<file path="src/rtl/rx_logic_if.sv">
// AXI-Stream beat bundle between the receive deserialiser and the FIFO.
interface rx_logic_if;
  logic        tvalid;
  logic        tready;
  logic [31:0] tdata;
  logic [3:0]  tkeep;
  logic        tlast;

  modport master (
    output tvalid, tdata, tkeep, tlast,
    input  tready
  );

  modport slave (
    input  tvalid, tdata, tkeep, tlast,
    output tready
  );
endinterface

</file>
<file path="src/rtl/rx_logic.sv">
// Byte-serial link receiver packing bytes into 32-bit AXI-Stream beats.
// Define RX_PARITY_EN to expect an even-parity bit before the stop bit.
module rx_logic #(
  parameter int IDLE_TIMEOUT = 1000,
  parameter int SYNC_STAGES  = 2
) (
  input  logic S_AXIS_Clk,
  input  logic S_AXIS_Rst,
  input  logic RXD,
  input  logic clk_1MHz_RX,
  output logic readyFlag_RX,
  rx_logic_if.master S_AXIS,
  output logic LED,
  output logic overflow_err,
`ifdef RX_PARITY_EN
  output logic parity_err,
`endif
  output logic frame_err
);

  localparam int TW = $clog2(IDLE_TIMEOUT + 1);

  typedef enum logic [1:0] {
    S_IDLE,
    S_DATA,
`ifdef RX_PARITY_EN
    S_PARITY,
`endif
    S_STOP
  } state_t;

  logic [SYNC_STAGES-1:0] r_rxd_sync;
  logic [SYNC_STAGES-1:0] r_clk_sync;
  logic                   r_clk_q;
  logic                   w_rxd;
  logic                   w_strobe;

  state_t      r_state, w_state_nx;
  logic [2:0]  r_bit_cnt, w_bit_nx;
  logic [7:0]  r_shift, w_shift_nx;
  logic        r_par_bad, w_par_bad_nx;
  logic        r_byte_valid, w_bv_nx;
  logic        w_ferr_set;
  logic        w_perr_set;

  logic [31:0] r_word;
  logic [3:0]  r_keep;
  logic [1:0]  r_byte_cnt;
  logic [31:0] r_pend;
  logic        r_pend_vld;
  logic [TW-1:0] r_idle_cnt;
  logic        w_timeout;

  logic        w_push;
  logic [31:0] w_push_data;
  logic [3:0]  w_push_keep;
  logic        w_push_last;

  logic        r_tvalid;
  logic [31:0] r_tdata;
  logic [3:0]  r_tkeep;
  logic        r_tlast;
  logic        r_ready;
  logic        r_led;
  logic        r_ovf;
  logic        r_ferr;
  logic        r_perr;
  logic        w_accept;

  assign w_rxd    = r_rxd_sync[SYNC_STAGES-1];
  assign w_strobe = r_clk_sync[SYNC_STAGES-1] & ~r_clk_q;

  always_ff @(posedge S_AXIS_Clk or posedge S_AXIS_Rst) begin
    if (S_AXIS_Rst) begin
      r_rxd_sync <= '1;
      r_clk_sync <= '0;
      r_clk_q    <= 1'b0;
    end else begin
      r_rxd_sync <= {r_rxd_sync[SYNC_STAGES-2:0], RXD};
      r_clk_sync <= {r_clk_sync[SYNC_STAGES-2:0], clk_1MHz_RX};
      r_clk_q    <= r_clk_sync[SYNC_STAGES-1];
    end
  end

  always_ff @(posedge S_AXIS_Clk or posedge S_AXIS_Rst) begin
    if (S_AXIS_Rst) begin
      r_state      <= S_IDLE;
      r_bit_cnt    <= 3'd0;
      r_shift      <= 8'd0;
      r_par_bad    <= 1'b0;
      r_byte_valid <= 1'b0;
    end else begin
      r_state      <= w_state_nx;
      r_bit_cnt    <= w_bit_nx;
      r_shift      <= w_shift_nx;
      r_par_bad    <= w_par_bad_nx;
      r_byte_valid <= w_bv_nx;
    end
  end

  always_comb begin
    w_state_nx   = r_state;
    w_bit_nx     = r_bit_cnt;
    w_shift_nx   = r_shift;
    w_par_bad_nx = r_par_bad;
    w_bv_nx      = 1'b0;
    w_ferr_set   = 1'b0;
    w_perr_set   = 1'b0;
    if (w_strobe) begin
      unique case (r_state)
        S_IDLE: begin
          if (!w_rxd) begin
            w_state_nx   = S_DATA;
            w_bit_nx     = 3'd0;
            w_par_bad_nx = 1'b0;
          end
        end
        S_DATA: begin
          w_shift_nx = {w_rxd, r_shift[7:1]};
          w_bit_nx   = r_bit_cnt + 3'd1;
          if (r_bit_cnt == 3'd7) begin
`ifdef RX_PARITY_EN
            w_state_nx = S_PARITY;
`else
            w_state_nx = S_STOP;
`endif
          end
        end
`ifdef RX_PARITY_EN
        S_PARITY: begin
          w_par_bad_nx = ^{r_shift, w_rxd};
          w_state_nx   = S_STOP;
        end
`endif
        S_STOP: begin
          w_state_nx = S_IDLE;
          if (!w_rxd)
            w_ferr_set = 1'b1;
          else if (r_par_bad)
            w_perr_set = 1'b1;
          else
            w_bv_nx = 1'b1;
        end
        default: w_state_nx = S_IDLE;
      endcase
    end
  end

  // A timeout only fires on the cycle the counter first reaches the limit.
  assign w_timeout = (r_idle_cnt == TW'(IDLE_TIMEOUT - 1)) && !r_byte_valid;

  always_comb begin
    w_push      = 1'b0;
    w_push_data = r_pend;
    w_push_keep = 4'hF;
    w_push_last = 1'b0;
    if (r_byte_valid) begin
      w_push = r_pend_vld;
    end else if (w_timeout && (r_pend_vld || r_byte_cnt != 2'd0)) begin
      w_push      = 1'b1;
      w_push_last = 1'b1;
      if (!r_pend_vld) begin
        w_push_data = r_word;
        w_push_keep = r_keep;
      end
    end
  end

  always_ff @(posedge S_AXIS_Clk or posedge S_AXIS_Rst) begin
    if (S_AXIS_Rst) begin
      r_word     <= 32'd0;
      r_keep     <= 4'd0;
      r_byte_cnt <= 2'd0;
      r_pend     <= 32'd0;
      r_pend_vld <= 1'b0;
      r_idle_cnt <= '0;
    end else begin
      if (r_byte_valid)
        r_idle_cnt <= '0;
      else if (r_idle_cnt != TW'(IDLE_TIMEOUT))
        r_idle_cnt <= r_idle_cnt + 1'b1;

      if (r_byte_valid) begin
        if (r_byte_cnt == 2'd3) begin
          r_pend     <= {r_shift, r_word[23:0]};
          r_pend_vld <= 1'b1;
          r_word     <= 32'd0;
          r_keep     <= 4'd0;
          r_byte_cnt <= 2'd0;
        end else begin
          r_word[{r_byte_cnt, 3'b000} +: 8] <= r_shift;
          r_keep[r_byte_cnt]               <= 1'b1;
          r_byte_cnt                       <= r_byte_cnt + 2'd1;
          r_pend_vld                       <= 1'b0;
        end
      end else if (w_push) begin
        r_pend_vld <= 1'b0;
        r_word     <= 32'd0;
        r_keep     <= 4'd0;
        r_byte_cnt <= 2'd0;
      end
    end
  end

  assign w_accept = r_tvalid & S_AXIS.tready;

  always_ff @(posedge S_AXIS_Clk or posedge S_AXIS_Rst) begin
    if (S_AXIS_Rst) begin
      r_tvalid <= 1'b0;
      r_tdata  <= 32'd0;
      r_tkeep  <= 4'd0;
      r_tlast  <= 1'b0;
      r_ready  <= 1'b1;
      r_led    <= 1'b1;
      r_ovf    <= 1'b0;
      r_ferr   <= 1'b0;
      r_perr   <= 1'b0;
    end else begin
      if (w_push && r_tvalid && !S_AXIS.tready) begin
        r_ovf <= 1'b1;
      end else if (w_push) begin
        r_tvalid <= 1'b1;
        r_tdata  <= w_push_data;
        r_tkeep  <= w_push_keep;
        r_tlast  <= w_push_last;
        r_ready  <= 1'b0;
      end else if (w_accept) begin
        r_tvalid <= 1'b0;
        r_ready  <= 1'b1;
      end

      if (r_byte_valid)
        r_led <= 1'b0;
      else if (w_accept && r_tlast)
        r_led <= 1'b1;

      if (w_ferr_set) r_ferr <= 1'b1;
      if (w_perr_set) r_perr <= 1'b1;
    end
  end

  assign S_AXIS.tvalid = r_tvalid;
  assign S_AXIS.tdata  = r_tdata;
  assign S_AXIS.tkeep  = r_tkeep;
  assign S_AXIS.tlast  = r_tlast;
  assign readyFlag_RX  = r_ready;
  assign LED           = r_led;
  assign overflow_err  = r_ovf;
  assign frame_err     = r_ferr;
`ifdef RX_PARITY_EN
  assign parity_err    = r_perr;
`else
  logic w_unused;
  assign w_unused = r_perr;
`endif

endmodule

</file>
<file path="src/flat_wrapper.sv">
// flat-port wrapper written by rule: the top's interface ports become plain ports
module rx_logic_flat 
#(
  parameter int IDLE_TIMEOUT = 1000,
  parameter int SYNC_STAGES  = 2
)
  (S_AXIS_Clk, S_AXIS_Rst, RXD, clk_1MHz_RX, readyFlag_RX, LED, overflow_err, frame_err, S_AXIS_tvalid, S_AXIS_tdata, S_AXIS_tkeep, S_AXIS_tlast, S_AXIS_tready);
  rx_logic_if S_AXIS_i ();
  input  logic S_AXIS_Clk;
  input  logic S_AXIS_Rst;
  input  logic RXD;
  input  logic clk_1MHz_RX;
  output logic readyFlag_RX;
  output logic LED;
  output logic overflow_err;
  output logic frame_err;
  output wire logic [$bits(S_AXIS_i.tvalid)-1:0] S_AXIS_tvalid;
  output wire logic [$bits(S_AXIS_i.tdata)-1:0] S_AXIS_tdata;
  output wire logic [$bits(S_AXIS_i.tkeep)-1:0] S_AXIS_tkeep;
  output wire logic [$bits(S_AXIS_i.tlast)-1:0] S_AXIS_tlast;
  input wire logic [$bits(S_AXIS_i.tready)-1:0] S_AXIS_tready;
  assign S_AXIS_tvalid = S_AXIS_i.tvalid;
  assign S_AXIS_tdata = S_AXIS_i.tdata;
  assign S_AXIS_tkeep = S_AXIS_i.tkeep;
  assign S_AXIS_tlast = S_AXIS_i.tlast;
  assign S_AXIS_i.tready = S_AXIS_tready;
  rx_logic #(.IDLE_TIMEOUT(IDLE_TIMEOUT), .SYNC_STAGES(SYNC_STAGES)) u_core (.S_AXIS_Clk(S_AXIS_Clk), .S_AXIS_Rst(S_AXIS_Rst), .RXD(RXD), .clk_1MHz_RX(clk_1MHz_RX), .readyFlag_RX(readyFlag_RX), .S_AXIS(S_AXIS_i), .LED(LED), .overflow_err(overflow_err), .frame_err(frame_err));
endmodule
</file>
<file path="config.mk">
export PLATFORM = sky130hd
export DESIGN_NAME = rx_logic_flat
export DESIGN_NICKNAME = d
export VERILOG_FILES = /design/src/rtl/rx_logic_if.sv /design/src/rtl/rx_logic.sv /design/src/flat_wrapper.sv
export SDC_FILE = /design/constraint.sdc
export NUM_CORES = 1
export LEC_CHECK = 0
export ABC_AREA = 1
export CORE_MARGIN = 4
export CORE_UTILIZATION = 58
export CTS_CLUSTER_SIZE = 40
export DETAILED_ROUTE_END_ITERATION = 12
export PLACE_DENSITY = 0.79
export SYNTH_ARGS = -nofsm -noshare
export SYNTH_HDL_FRONTEND = slang
export SYNTH_SLANG_ARGS = --single-unit
</file>
<file path="constraint.sdc">
create_clock -name S_AXIS_Clk -period 5.62 [get_ports S_AXIS_Clk]
set_input_delay 1.405 -clock S_AXIS_Clk [delete_from_list [all_inputs] [get_ports S_AXIS_Clk]]
set_output_delay 1.405 -clock S_AXIS_Clk [all_outputs]
set_load 0.005 [all_outputs]
</file>
==> results of run 1 <==
cell usage after synthesis (6+ instances only):
cell,n,share of area [%]
sky130_fd_sc_hd__inv_1,103,6.2
sky130_fd_sc_hd__nor2_1,39,2.3
sky130_fd_sc_hd__clkbuf_1,15,0.90
sky130_fd_sc_hd__buf_6,6,1.1
sky130_fd_sc_hd__dfrtp_1,138,55
sky130_fd_sc_hd__nand3_1,46,3.7
sky130_fd_sc_hd__buf_2,10,0.80
sky130_fd_sc_hd__nand4_1,39,3.9
sky130_fd_sc_hd__nand2_1,214,13
sky130_fd_sc_hd__o21ai_0,61,4.9
sky130_fd_sc_hd__nand3_2,11,1.8
sky130_fd_sc_hd__a21oi_1,9,0.72
sky130_fd_sc_hd__ha_1,8,1.6
path summary, 6_finish.rpt:
path	slack (ns)	depth (start not counted)	startpoint	endpoint
setup / recovery	2.46	9	u_core.r_byte_cnt[0]	u_core.S_AXIS.tdata[6]
hold / removal	0.35	0	u_core.r_clk_sync[0]	u_core.r_clk_sync[1]
setup reg to reg	2.46	9	u_core.r_byte_cnt[0]	u_core.S_AXIS.tdata[6]
hold reg to reg	0.35	0	u_core.r_clk_sync[0]	u_core.r_clk_sync[1]
max in group asynchronous	3.13	3	S_AXIS_Rst	u_core.r_word[30]
min in group asynchronous	1.50	2	S_AXIS_Rst	u_core.r_idle_cnt[5]
per-stage QoR:
step	hold slack, ns	power, mW	setup WS [ns]	std cells
3_3_place_gp	0.3364	1.556	2.455	879
6_report	0.3518	2.671	2.457	911
5_1_grt	0.3550	2.795	2.173	911
4_1_cts	0.3554	2.675	2.510	911
2_1_floorplan	0.3312	1.467	0.4120	724
3_5_place_dp	0.3405	1.585	2.362	879
flip-flops by register name (all words and copies together) (netlist names), 2 cells and up:
| register | cells |
|---|---|
| u_core.S_AXIS.tdata | 32 |
| u_core.r_pend | 32 |
| u_core.r_word | 32 |
| u_core.r_idle_cnt | 10 |
| u_core.r_shift | 8 |
| u_core.S_AXIS.tkeep | 4 |
| u_core.r_keep | 4 |
| u_core.r_bit_cnt | 3 |
| u_core.r_byte_cnt | 2 |
| u_core.r_clk_sync | 2 |
| u_core.r_rxd_sync | 2 |
| u_core.r_state | 2 |
final cells by class:
type,instances,area (um2),area share (%)
tap,136,170.2,2.324
sequential,142,3558,48.59
multi-input combinational,446,2130,29.08
timing repair buffer,51,498.0,6.800
inverter,104,394.1,5.382
clock inverter,12,137.6,1.879
clock buffer,20,435.4,5.946
critical path: cells and delay by family (launching register included):
kind	cells	cell delay, ns
AND/OR/NAND/NOR	7	2.18
flip-flops	1	0.46
adder cells (fa/ha/maj)	1	0.28
buffers and inverters	1	0.17
report_power, final:
group	switching (mW)	internal [mW]	total, mW
registers	0.0883	1.12	1.21
clock network	0.443	0.646	1.09
logic	0.248	0.120	0.369
total	0.780	1.89	2.67
per-layer routing:
metal	up-vias	track usage, %	wire (um)
li1	2380	-	-
met1	2392	30.04	5882
met2	133	38.77	6752
met3	23	4.457	627
met4	0	6.894	189
met5	-	0	0
cells by family after synthesis:
| family | count (synthesis) | synth area share [%] |
|---|---|---|
| xor gates and xnor gates | 1 | 0.1400 |
| AOI/OAI and AO/OA | 80 | 6.839 |
| buffers and inverters | 136 | 9.098 |
| DFF | 142 | 56.87 |
| and+or+nand+nor | 357 | 25.45 |
| adders and majority gates | 8 | 1.600 |
==> flow_summary.ini, run 1 <==
[sta]
final-setup-viol-count = 0
timing.final.max_slew_violations = 0
final.min_clock_period_ns = 3.163
maxSlewHeadroom_pct = 27.40
final-hold-violation-count = 0
finalSetupTns_ns = 0
min_period_over_period_pct = 56.29
worst-slew-pin-transition_ns = 1.087
clock_skew_ns = 0.01010
grt_setup_unrepaired = no
clock.fmax_ghz = 0.3161

[worst_setup_path]
worst-endpoint-required_ns = 6.08
start_kind = flop
critPathArrivalTime_ns = 3.62
worst_path_largest_cell_delay_ns = 0.79
critical_path_peak_fanout = 37
critical-path-slowest-cell = sky130_fd_sc_hd__nand3_2
crit_top_cell = sky130_fd_sc_hd__nand2_1
cp_cell_sequence = inv_1, ha_1, nand2_1, nand2_1, nor2_4, nand3_2, nand2_1, nand3_2, nand2_1
endpoint_kind = flop
path_class = flop to flop

[finish]
layout-drive-gt1-share_pct = 7.484
finalNetCount = 775
layout.cells.most_common = sky130_fd_sc_hd__nand2_1
layout.cells.most_common_list = sky130_fd_sc_hd__nand2_1, sky130_fd_sc_hd__dfrtp_1, sky130_fd_sc_hd__inv_1
post-route-util_pct = 70.31
flow.area_growth_from_synthesis_pct = 17.04
nFillCells = 768
n_antenna_cell = 0
layout.cell_area.non_filler_mm2 = 0.007323

[floorplanning]
fp.coreArea_mm2 = 0.01042
die_width_um = 111.9
floorplan.die_area_mm2 = 0.01251
placementRows = 37
num_io_pins = 47
die-height_um = 111.9
initial_core_util_pct = 60.07

[place]
port-buffer-count = 46
post_dp_cell_area_mm2 = 0.006750
detailed_place_hpwl_mm = 8.368
place_congestion = 0.8520

[global_routing]
groute.usage.overall_pct = 22.89
grt_start_max_net_pins = 92
grt_first_pass_wirelength_mm = 23.51
grt_antenna_before_repair = 0
grt-ovfl-total = 0
number_of_global_route_vias_before_repair = 5012

[cts]
cts_tree = yes
cts.repair_timing.setup_buffer_count = 0
post_cts.resized_instances = 0
cts.sinks = 142
ctsRootBufferMaster = sky130_fd_sc_hd__clkbuf_8
ctsHtreeMaxLevel = 4
worstSkewPairLatency_ns = 0.53
cts_hold_buffers = 0
clkSlewWorstSetupHoldPaths_ns = 0.06
cts_inserted_buffers = 17
clock_tree.buffer_depth = 2

[logic_synthesis]
synth.distinct_cells = 28
ys_seq_elements = 142
synth_nets = 737
synthesis.instances = 724
synthesis.area_mm2 = 0.006257
synth.yosys.seq_area_share_pct = 56.87
yosys_warnings = 0
synth_async_sr_flop_share_pct = 100.0
synth_edf_count = 0
yosys_most_used_dff = sky130_fd_sc_hd__dfrtp_1
syn_avg_cell_area_um2 = 8.643

[power]
power_per_cell_area_mw_per_mm2 = 364.8
vdd_ir_drop_max_mv = 0.2234
power.static_leakage_nw = 3.616

[min_path]
worstHoldPathType = flop to flop

[drt]
post_drt_via_cell_ratio = 5.409
post-route-drc-count = 0
number_of_detailed_routing_iterations_run_before_antenna_repair = 5
first_iter_violations = 382
num_vias = 4928
finalWirelength_mm = 13.45
drtAntennaViolNets = 0
wire_per_inst_um = 14.77

[run]
drv.max_cap_violation_count = 0

[outcome]
outcome = complete, no violations
Power figures use the tool's default switching activity.
==> run 2: changes to the inputs <==
--- a/config.mk
+++ b/config.mk
@@ -7,10 +7,10 @@
 export LEC_CHECK = 0
 export ABC_AREA = 1
 export CORE_MARGIN = 4
-export CORE_UTILIZATION = 58
+export CORE_UTILIZATION = 53
 export CTS_CLUSTER_SIZE = 40
 export DETAILED_ROUTE_END_ITERATION = 12
-export PLACE_DENSITY = 0.79
+export PLACE_DENSITY = 0.76
 export SYNTH_ARGS = -nofsm -noshare
 export SYNTH_HDL_FRONTEND = slang
 export SYNTH_SLANG_ARGS = --single-unit
==> constraint.sdc (replaced) <==
create_clock -name S_AXIS_Clk -period 2.5 [get_ports S_AXIS_Clk]
set_input_delay 0.625 -clock S_AXIS_Clk [delete_from_list [all_inputs] [get_ports S_AXIS_Clk]]
set_output_delay 0.625 -clock S_AXIS_Clk [all_outputs]
set_load 0.005 [all_outputs]
==> run 2 against run 1 <==
Compared with the run above: hold slack improved by 0.0018 ns; sequential share of layout area shrank 1.1 points; sequential power rose by 130%; highest routed layer unchanged; combinational power increased by 130%; routed wire length rose by 0.91%; non-clock buffer count rose by 5; die area up 8.7%; critical endpoint is now u_core.r_word[15]; final area increased by 2.2%; largest power group unchanged; count of clock-buffer cells in the layout unchanged; worst setup slack worse by 2.1 ns.
==> flow_summary.ini, run 2 (synthesis results as in run 1) <==
[outcome]
outcome = complete, no violations

[worst_setup_path]
critical_path_peak_fanout = 8
path_class = flop to flop
worst_r2r_path_depth = 10
endpoint_kind = flop
critPathArrivalTime_ns = 2.45
worstReg2RegStart = u_core.r_byte_cnt[0]
reg2reg_to = u_core.r_word[15]
start_kind = flop
worst-endpoint-required_ns = 2.80
ff2ff_setup_slack_ns = 0.35

[floorplanning]
die_width_um = 116.7
floorplan.die_area_mm2 = 0.01361
placementRows = 39
initial_core_util_pct = 54.57
fp.coreArea_mm2 = 0.01147
die-height_um = 116.7
num_io_pins = 47

[sta]
timing.final.max_slew_violations = 0
min_period_over_period_pct = 86.12
clock_skew_ns = 0.006549
clock.fmax_ghz = 0.4645
final-hold-violation-count = 0
final.min_clock_period_ns = 2.153
worst-slew-pin-transition_ns = 0.6302
finalSetupTns_ns = 0
final-setup-viol-count = 0
fin_ws_ns = 0.3470
maxSlewHeadroom_pct = 57.71
grt_setup_unrepaired = no

[drt]
finalWirelength_mm = 13.57
first_iter_violations = 367
post-route-drc-count = 0
drtAntennaViolNets = 0
number_of_detailed_routing_iterations_run_before_antenna_repair = 5
num_vias = 4902
wire_per_inst_um = 14.71
post_drt_via_cell_ratio = 5.311

[min_path]
worstHoldPathCells = 0
worstHoldPathType = flop to flop
hold_path.startpoint = u_core.r_clk_sync[0]
worstHoldEndpoint = u_core.r_clk_sync[1]

[finish]
n_antenna_cell = 0
layout.cells.most_common_list = sky130_fd_sc_hd__nand2_1, sky130_fd_sc_hd__dfrtp_1, sky130_fd_sc_hd__inv_1
finalNetCount = 780
nFillCells = 916
layout.cells.most_common = sky130_fd_sc_hd__nand2_1
layout-drive-gt1-share_pct = 8.077
flow.area_growth_from_synthesis_pct = 19.64

[cts]
cts_hold_buffers = 0
post_cts.resized_instances = 0
ctsRootBufferMaster = sky130_fd_sc_hd__clkbuf_16
cts_tree = yes
cts_inserted_buffers = 17
cts.sinks = 142
clkSlewWorstSetupHoldPaths_ns = 0.06
worstSkewPairLatency_ns = 0.42
cts.repair_timing.setup_buffer_count = 0
ctsHtreeMaxLevel = 4
clock_tree.buffer_depth = 2

[power]
vdd_ir_drop_max_mv = 0.5859
power.static_leakage_nw = 3.705
power_per_cell_area_mw_per_mm2 = 837.8
netSwitchingPower_mw = 1.678
internal-power_mw = 4.594
clockPowerShare_pct = 43.2
seq_power_share_pct = 43.5
power.combinational.fraction_pct = 13.3
switching_share_pct = 26.76
fin_total_pwr_mw = 6.272

[place]
place_congestion = 0.8403
detailed_place_hpwl_mm = 8.672
detailedPlace.worstSlack_ns = 0.3694
port-buffer-count = 46

[global_routing]
grt_antenna_before_repair = 0
groute.usage.overall_pct = 22.18
grt_start_max_net_pins = 91
grt_first_pass_wirelength_mm = 23.88
grt-ovfl-total = 0
number_of_global_route_vias_before_repair = 5179

[run]
drv.max_cap_violation_count = 0
-- run 2: worst max-delay path by stage --
stage	start	slack [ns]	endpoint
6_report	u_core.r_byte_cnt[0]	0.35	u_core.r_word[15]
5_1_grt	u_core.r_byte_cnt[0]	0.13	u_core.r_word[23]
4_1_cts	u_core.r_byte_cnt[0]	0.38	u_core.r_word[16]
3_5_place_dp	S_AXIS_tready	0.37	u_core.S_AXIS.tkeep[3]
3_3_place_gp	S_AXIS_tready	0.44	u_core.S_AXIS.tkeep[0]
2_1_floorplan	S_AXIS_Rst	0.10	u_core.S_AXIS.tdata[0]
-- run 2: power groups by stage --
stage	combinational, mW	sequential (mW)	clock, mW
3_5_place_dp	0.814	2.76	0
4_1_cts	0.836	2.72	2.75
3_3_place_gp	0.761	2.74	0
2_1_floorplan	0.595	2.70	0
5_1_grt	0.962	2.76	2.86
6_report	0.833	2.73	2.71
-- run 2: cell type report --
type                       instances  area, um2  area share, %
timing repair buffer              56      585.6          7.822
multi-input combinational        446       2130          28.45
inverter                         104      395.4          5.282
tap                              143      178.9          2.390
clock inverter                    12      191.4          2.557
clock buffer                      20      446.7          5.967
sequential                       142       3558          47.53
-- run 2: routing by layer --
layer  wire length [um]  part of all wire, %  track usage [%]  up-vias
li1                   -                    -                -     2386
met1               5907                   44            27.78     2376
met2               6817                   50            37.64      123
met3                670                  4.9            5.959       17
met4                178                  1.3            7.110        0
met5                  0                    0                0        -
-- run 2: metrics by stage --
step	instances	hold WS, ns	utilization (%)	instance area [um2]
2_1_floorplan	724	0.3312	-	6261
3_3_place_gp	891	0.3360	59.72	6848
3_5_place_dp	891	0.3411	59.72	6848
4_1_cts	923	0.3544	65.28	7486
5_1_grt	923	0.3580	65.28	7486
6_report	923	0.3536	65.28	7486
-- run 2: worst max-delay path: stages, from the launching register on --
cell and delay [ns]:
sky130_fd_sc_hd__dfrtp_1 0.45, sky130_fd_sc_hd__inv_1 0.15, sky130_fd_sc_hd__ha_1 0.27, sky130_fd_sc_hd__inv_1 0.13, sky130_fd_sc_hd__nor2_1 0.07, sky130_fd_sc_hd__nor2_2 0.09
sky130_fd_sc_hd__nand3_2 0.14, sky130_fd_sc_hd__nand2_1 0.26, sky130_fd_sc_hd__o21ai_1 0.29, sky130_fd_sc_hd__nand2_1 0.14, sky130_fd_sc_hd__nand2_1 0.06
